[config.mk]
export PLATFORM = sky130hd
export DESIGN_NAME = serial_subtractor_flat
export DESIGN_NICKNAME = d
export VERILOG_FILES = /design/src/rtl/serial_subtractor_if.sv /design/src/rtl/serial_subtractor.sv /design/src/flat_wrapper.sv
export SDC_FILE = /design/constraint.sdc
export NUM_CORES = 1
export LEC_CHECK = 0
export CAP_MARGIN = 30
export CORE_ASPECT_RATIO = 2
export CORE_MARGIN = 5
export CORE_UTILIZATION = 45
export DETAILED_ROUTE_END_ITERATION = 8
export GPL_ROUTABILITY_DRIVEN = 0
export PLACE_DENSITY = 0.76
export SLEW_MARGIN = 20
export SYNTH_ARGS = -nofsm -noshare
export SYNTH_HDL_FRONTEND = slang
export SYNTH_SLANG_ARGS = --single-unit
export TNS_END_PERCENT = 100
[constraint.sdc]
create_clock -name clk -period 4.35 [get_ports clk]
set_input_delay 0.6525 -clock clk [delete_from_list [all_inputs] [get_ports clk]]
set_output_delay 0.6525 -clock clk [all_outputs]
set_load 0.01 [all_outputs]
[src/rtl/serial_subtractor_if.sv]
// Operand/result bundle for the bit-serial subtractor.
// The overflow signal exists only when SERIAL_SUB_OVF_EN is defined.
interface serial_subtractor_if #(
  parameter int NUM_BITS = 8
);
  logic                start;
  logic [NUM_BITS-1:0] minuend;
  logic [NUM_BITS-1:0] subtrahend;
  logic                busy;
  logic                done;
  logic [NUM_BITS-1:0] difference;
  logic                borrow_out;
`ifdef SERIAL_SUB_OVF_EN
  logic                overflow;
`endif

  modport master (
    output start, minuend, subtrahend,
`ifdef SERIAL_SUB_OVF_EN
    input  overflow,
`endif
    input  busy, done, difference, borrow_out
  );

  modport slave (
    input  start, minuend, subtrahend,
`ifdef SERIAL_SUB_OVF_EN
    output overflow,
`endif
    output busy, done, difference, borrow_out
  );
endinterface

[src/rtl/serial_subtractor.sv]
// Bit-serial NUM_BITS-wide subtractor, LSB first, one full-subtractor step per clock.
// Define SERIAL_SUB_OVF_EN to add a registered signed-overflow flag.
module serial_subtractor #(
  parameter int NUM_BITS = 8
) (
  input  logic                 clk,
  input  logic                 rst,
  serial_subtractor_if.slave   bus
);

  localparam int CNT_W = (NUM_BITS > 1) ? $clog2(NUM_BITS) : 1;

  typedef enum logic [1:0] {
    IDLE  = 2'd0,
    SHIFT = 2'd1,
    DONE  = 2'd2
  } state_t;

  state_t              state, state_next;
  logic [NUM_BITS-1:0] a_sr, b_sr, res_sr, res_next;
  logic                borrow;
  logic [CNT_W-1:0]    count;
  logic [NUM_BITS-1:0] diff_q;
  logic                borrow_q;
  logic                a_bit, b_bit, d_bit, borrow_next;
  logic                accept, last_bit;

  // Start is honoured only when no operation is in flight (IDLE or the DONE cycle).
  assign accept   = bus.start && ((state == IDLE) || (state == DONE));
  assign last_bit = (state == SHIFT) && (count == CNT_W'(NUM_BITS - 1));

  // Full-subtractor step on the current LSBs.
  assign a_bit       = a_sr[0];
  assign b_bit       = b_sr[0];
  assign d_bit       = a_bit ^ b_bit ^ borrow;
  assign borrow_next = (~a_bit & b_bit) | (~(a_bit ^ b_bit) & borrow);
  assign res_next    = (res_sr >> 1) | {d_bit, {(NUM_BITS-1){1'b0}}};

  // NOTE: sequential state uses non-blocking assignments so every flop samples
  // pre-edge values; blocking here would create order-dependent simulation races.
  always_ff @(posedge clk or posedge rst) begin
    if (rst) begin
      state <= IDLE;
    end else begin
      state <= state_next;
    end
  end

  // NOTE: state_next gets a default before the case so no path leaves it
  // unassigned, which would otherwise infer a latch.
  always_comb begin
    state_next = state;
    unique case (state)
      IDLE:    if (bus.start) state_next = SHIFT;
      SHIFT:   if (last_bit)  state_next = DONE;
      DONE:    state_next = bus.start ? SHIFT : IDLE;
      default: state_next = IDLE;
    endcase
  end

  // Operand shifters, borrow flop and bit counter.
  always_ff @(posedge clk or posedge rst) begin
    if (rst) begin
      a_sr   <= '0;
      b_sr   <= '0;
      res_sr <= '0;
      borrow <= 1'b0;
      count  <= '0;
    end else if (accept) begin
      a_sr   <= bus.minuend;
      b_sr   <= bus.subtrahend;
      res_sr <= '0;
      borrow <= 1'b0;
      count  <= '0;
    end else if (state == SHIFT) begin
      a_sr   <= a_sr >> 1;
      b_sr   <= b_sr >> 1;
      res_sr <= res_next;
      borrow <= borrow_next;
      count  <= count + 1'b1;
    end
  end

  // Visible result only moves on the final shift edge, so it stays stable for
  // the whole of the next operation.
  always_ff @(posedge clk or posedge rst) begin
    if (rst) begin
      diff_q   <= '0;
      borrow_q <= 1'b0;
    end else if (last_bit) begin
      diff_q   <= res_next;
      borrow_q <= borrow_next;
    end
  end

`ifdef SERIAL_SUB_OVF_EN
  logic ovf_q;

  // On the last step a_bit/b_bit are the operand MSBs and d_bit is the result MSB.
  always_ff @(posedge clk or posedge rst) begin
    if (rst) begin
      ovf_q <= 1'b0;
    end else if (last_bit) begin
      ovf_q <= (a_bit ^ b_bit) & (d_bit ^ a_bit);
    end
  end

  assign bus.overflow = ovf_q;
`endif

  assign bus.busy       = (state == SHIFT);
  assign bus.done       = (state == DONE);
  assign bus.difference = diff_q;
  assign bus.borrow_out = borrow_q;

endmodule

[src/flat_wrapper.sv]
// flat-port wrapper written by rule: the top's interface ports become plain ports
module serial_subtractor_flat 
#(
  parameter int NUM_BITS = 8
)
  (clk, rst, bus_start, bus_minuend, bus_subtrahend, bus_busy, bus_done, bus_difference, bus_borrow_out);
  serial_subtractor_if #(.NUM_BITS(NUM_BITS)) bus_i ();
  input  logic clk;
  input  logic rst;
  input wire logic [$bits(bus_i.start)-1:0] bus_start;
  input wire logic [$bits(bus_i.minuend)-1:0] bus_minuend;
  input wire logic [$bits(bus_i.subtrahend)-1:0] bus_subtrahend;
  output wire logic [$bits(bus_i.busy)-1:0] bus_busy;
  output wire logic [$bits(bus_i.done)-1:0] bus_done;
  output wire logic [$bits(bus_i.difference)-1:0] bus_difference;
  output wire logic [$bits(bus_i.borrow_out)-1:0] bus_borrow_out;
  assign bus_i.start = bus_start;
  assign bus_i.minuend = bus_minuend;
  assign bus_i.subtrahend = bus_subtrahend;
  assign bus_busy = bus_i.busy;
  assign bus_done = bus_i.done;
  assign bus_difference = bus_i.difference;
  assign bus_borrow_out = bus_i.borrow_out;
  serial_subtractor #(.NUM_BITS(NUM_BITS)) u_core (.clk(clk), .rst(rst), .bus(bus_i));
endmodule
==> impl_metrics.env <==
export IMPL_crit_start="u_core.state[1]"
export IMPL_synth_area_leaders="dfrtp_1 59%, a22o_1 6.5%, mux2_2 6.3%"
export IMPL_wl_mm=3.15
export IMPL_clock_root_buffer="clkbuf_8"
export IMPL_layout_nets=182
export IMPL_firstDrtPassIters=4
export IMPL_cp_start_kind="register"
export IMPL_synth_nets=154
export IMPL_fp_dieH_um=94.5
export IMPL_fin_crit_ns=2.84
export IMPL_cts_hold_buf=0
export IMPL_grt_start_max_net_pins=39
export IMPL_fp_dieArea_sq_um=4940
export IMPL_hold_ws_ns=0.506
export IMPL_post_cts_setup_buffers=0
export IMPL_crit_arrival_ns=2.18
export IMPL_numClockSinks=38
export IMPL_cts_resized=0
export IMPL_synth_warnings=0
export IMPL_vias_per_cell=5.25
export IMPL_grt_pass1_vias=1136
export IMPL_synth_area_leader_cell="dfrtp_1"
export IMPL_crit_end="bus_busy"
export IMPL_r2r_end="u_core.a_sr[7]"
export IMPL_r2r_start="u_core.state[1]"
export IMPL_dieWidth_um=52.3
export IMPL_slew_violations=0
export IMPL_num_rows=30
export IMPL_syn_cell_area_sq_um=1610
export IMPL_start_util_pct=47.0
export IMPL_slew_headroom_pct=56.4
export IMPL_ys_flop_type="dfrtp_1"
export IMPL_io_pins=30
export IMPL_post_route_drc_count=0
export IMPL_syn_to_final_growth_pct=23.0
export IMPL_synth_edf_count=0
export IMPL_cts_tree="yes"
export IMPL_hold_violations=0
export IMPL_tns_ns=0
export IMPL_ys_ff_latch=38
export IMPL_async_flop_share_pct=100
export IMPL_peakVddDrop_v=0.000419
export IMPL_ant_nets=0
export IMPL_syn_inst=132
export IMPL_wl_per_cell_um=15.0
export IMPL_crit_type="reg2out"
export IMPL_htree_levels=2
export IMPL_power_per_cell_area_nw_per_um2=719
export IMPL_drive_gt1_share_pct=12.4
export IMPL_grtUsageTotal_pct=15.1
export IMPL_clockBufferDepth=2
export IMPL_rsz0062_at_grt="false"
export IMPL_drt_initial_drc_count=25
export IMPL_cellLeakagePower_nw=0.864
export IMPL_antenna_found_initial=0
export IMPL_crit_fanout=22
export IMPL_synth_seq_area_share_pct=59.2
export IMPL_status="completed"
export IMPL_worst_slew_pin_slew_ns=0.654
export IMPL_final_common_cell="dfrtp_1"
export IMPL_grt_pass1_wl_mm=5.58
export IMPL_ff2ff_path_depth=4
export IMPL_max_freq_ghz=0.353
export IMPL_synth_top_area_share_pct=59.2
export IMPL_clock_latency_ns=0.29
export IMPL_regToRegSetupSlack_ns=2.57
export IMPL_fillers=285
export IMPL_clkTransAtPathRegs_ns=0.07
export IMPL_ys_types=24
export IMPL_end_kind="output pin"
export IMPL_dp_hpwl_mm=2.24
export IMPL_skew_ns=0.00664
export IMPL_critPathRequiredTime_ns=3.70
export IMPL_io_buffers=29
export IMPL_grt_overflow_total=0
export IMPL_synth_area_per_cell_sq_um=12.2
export IMPL_cts_buffers_inserted=5
export IMPL_final_cell_mix="38 x dfrtp_1, 29 x clkdlybuf4s50_1, 13 x o22ai_1, 13 x nor2_1"
export IMPL_num_vias=1098
export IMPL_diodes=0
export IMPL_worstHoldPathType="reg2reg"
export IMPL_period_share_pct=65.2
export IMPL_setup_viol=0
export IMPL_core_area_sq_um=3420
export IMPL_drv_cap=0
## worst max-delay path, cell delays in order, from the launching register on
cell and delay, ns:
dfrtp_1 0.45, nand2b_1 0.48, inv_4 0.36, clkdlybuf4s50_1 0.59
## layout make-up
cell class	count	area (sq um)	area share (%)
Clock buffer	7	86.3	4.37
Sequential cell	38	951	48.1
Clock inverter	1	5.00	0.253
Timing Repair Buffer	30	298	15.1
Tap cell	48	60.1	3.04
Multi-Input combinational cell	80	554	28.1
Inverter	5	21.3	1.08
## synthesized netlist by cell type, types with 4 or more instances
cell,count
nor2_1,13
nor3_1,12
buf_6,4
o22ai_1,13
mux2_2,9
a22o_1,12
dfrtp_1,38
buf_4,4
inv_1,4
o21ai_0,4
## cells by family after synthesis
kind of cell	after synthesis	synth area share, %
flops	38	59.2
simple gates	35	10.8
compound gates	32	13.9
buf+inv	14	6.31
mux	10	6.93
fa+ha+maj	3	2.80
## metal layers
| layer | routed length (um) | GRT usage [%] | vias up |
|---|---|---|---|
| met5 | 0 | 0 | - |
| met4 | 50 | 5.76 | 0 |
| met3 | 164 | 3.95 | 7 |
| met2 | 1680 | 25.4 | 38 |
| met1 | 1250 | 18.1 | 524 |
| li1 | - | - | 529 |
## stage by stage
stage	utilization (%)	setup WS, ns	std cells	area (sq um)	power (mW)
after floorplan	-	2.80	132	1610	1.04
after global placement	55.2	1.87	201	1880	1.16
after detailed placement	55.2	1.84	201	1880	1.19
after CTS	57.8	1.52	209	1980	1.44
after global routing	57.8	1.38	209	1980	1.54
final	57.8	1.51	209	1980	1.42
## state kept, by name, indices dropped and copies added, names as in the netlist
signal                 cells
u_core.a_sr                8
u_core.borrow              1
u_core.count               3
u_core.bus.difference      8
u_core.state               2
u_core.bus.borrow_out      1
u_core.b_sr                8
u_core.res_sr              7
## where the power goes
part / total [mW] / internal, mW / switching [mW]
Clock: 0.246 / 0.128 / 0.118
Sequential: 0.619 / 0.515 / 0.105
Combinational: 0.556 / 0.285 / 0.271
Total: 1.42 / 0.927 / 0.494
## how the worst min path moves through the flow
stage               cells past startpoint                       end                startpoint
global route                            1           u_core.count[0]           u_core.count[0]
finish                                  1  u_core.bus.difference[2]  u_core.bus.difference[2]
detailed placement                      1            u_core.b_sr[7]            u_core.b_sr[7]
floorplan                               1          u_core.res_sr[1]          u_core.res_sr[1]
global placement                        2     u_core.bus.borrow_out     u_core.bus.borrow_out
CTS                                     1           u_core.count[0]           u_core.count[0]
(Power assumes the default switching activity.)
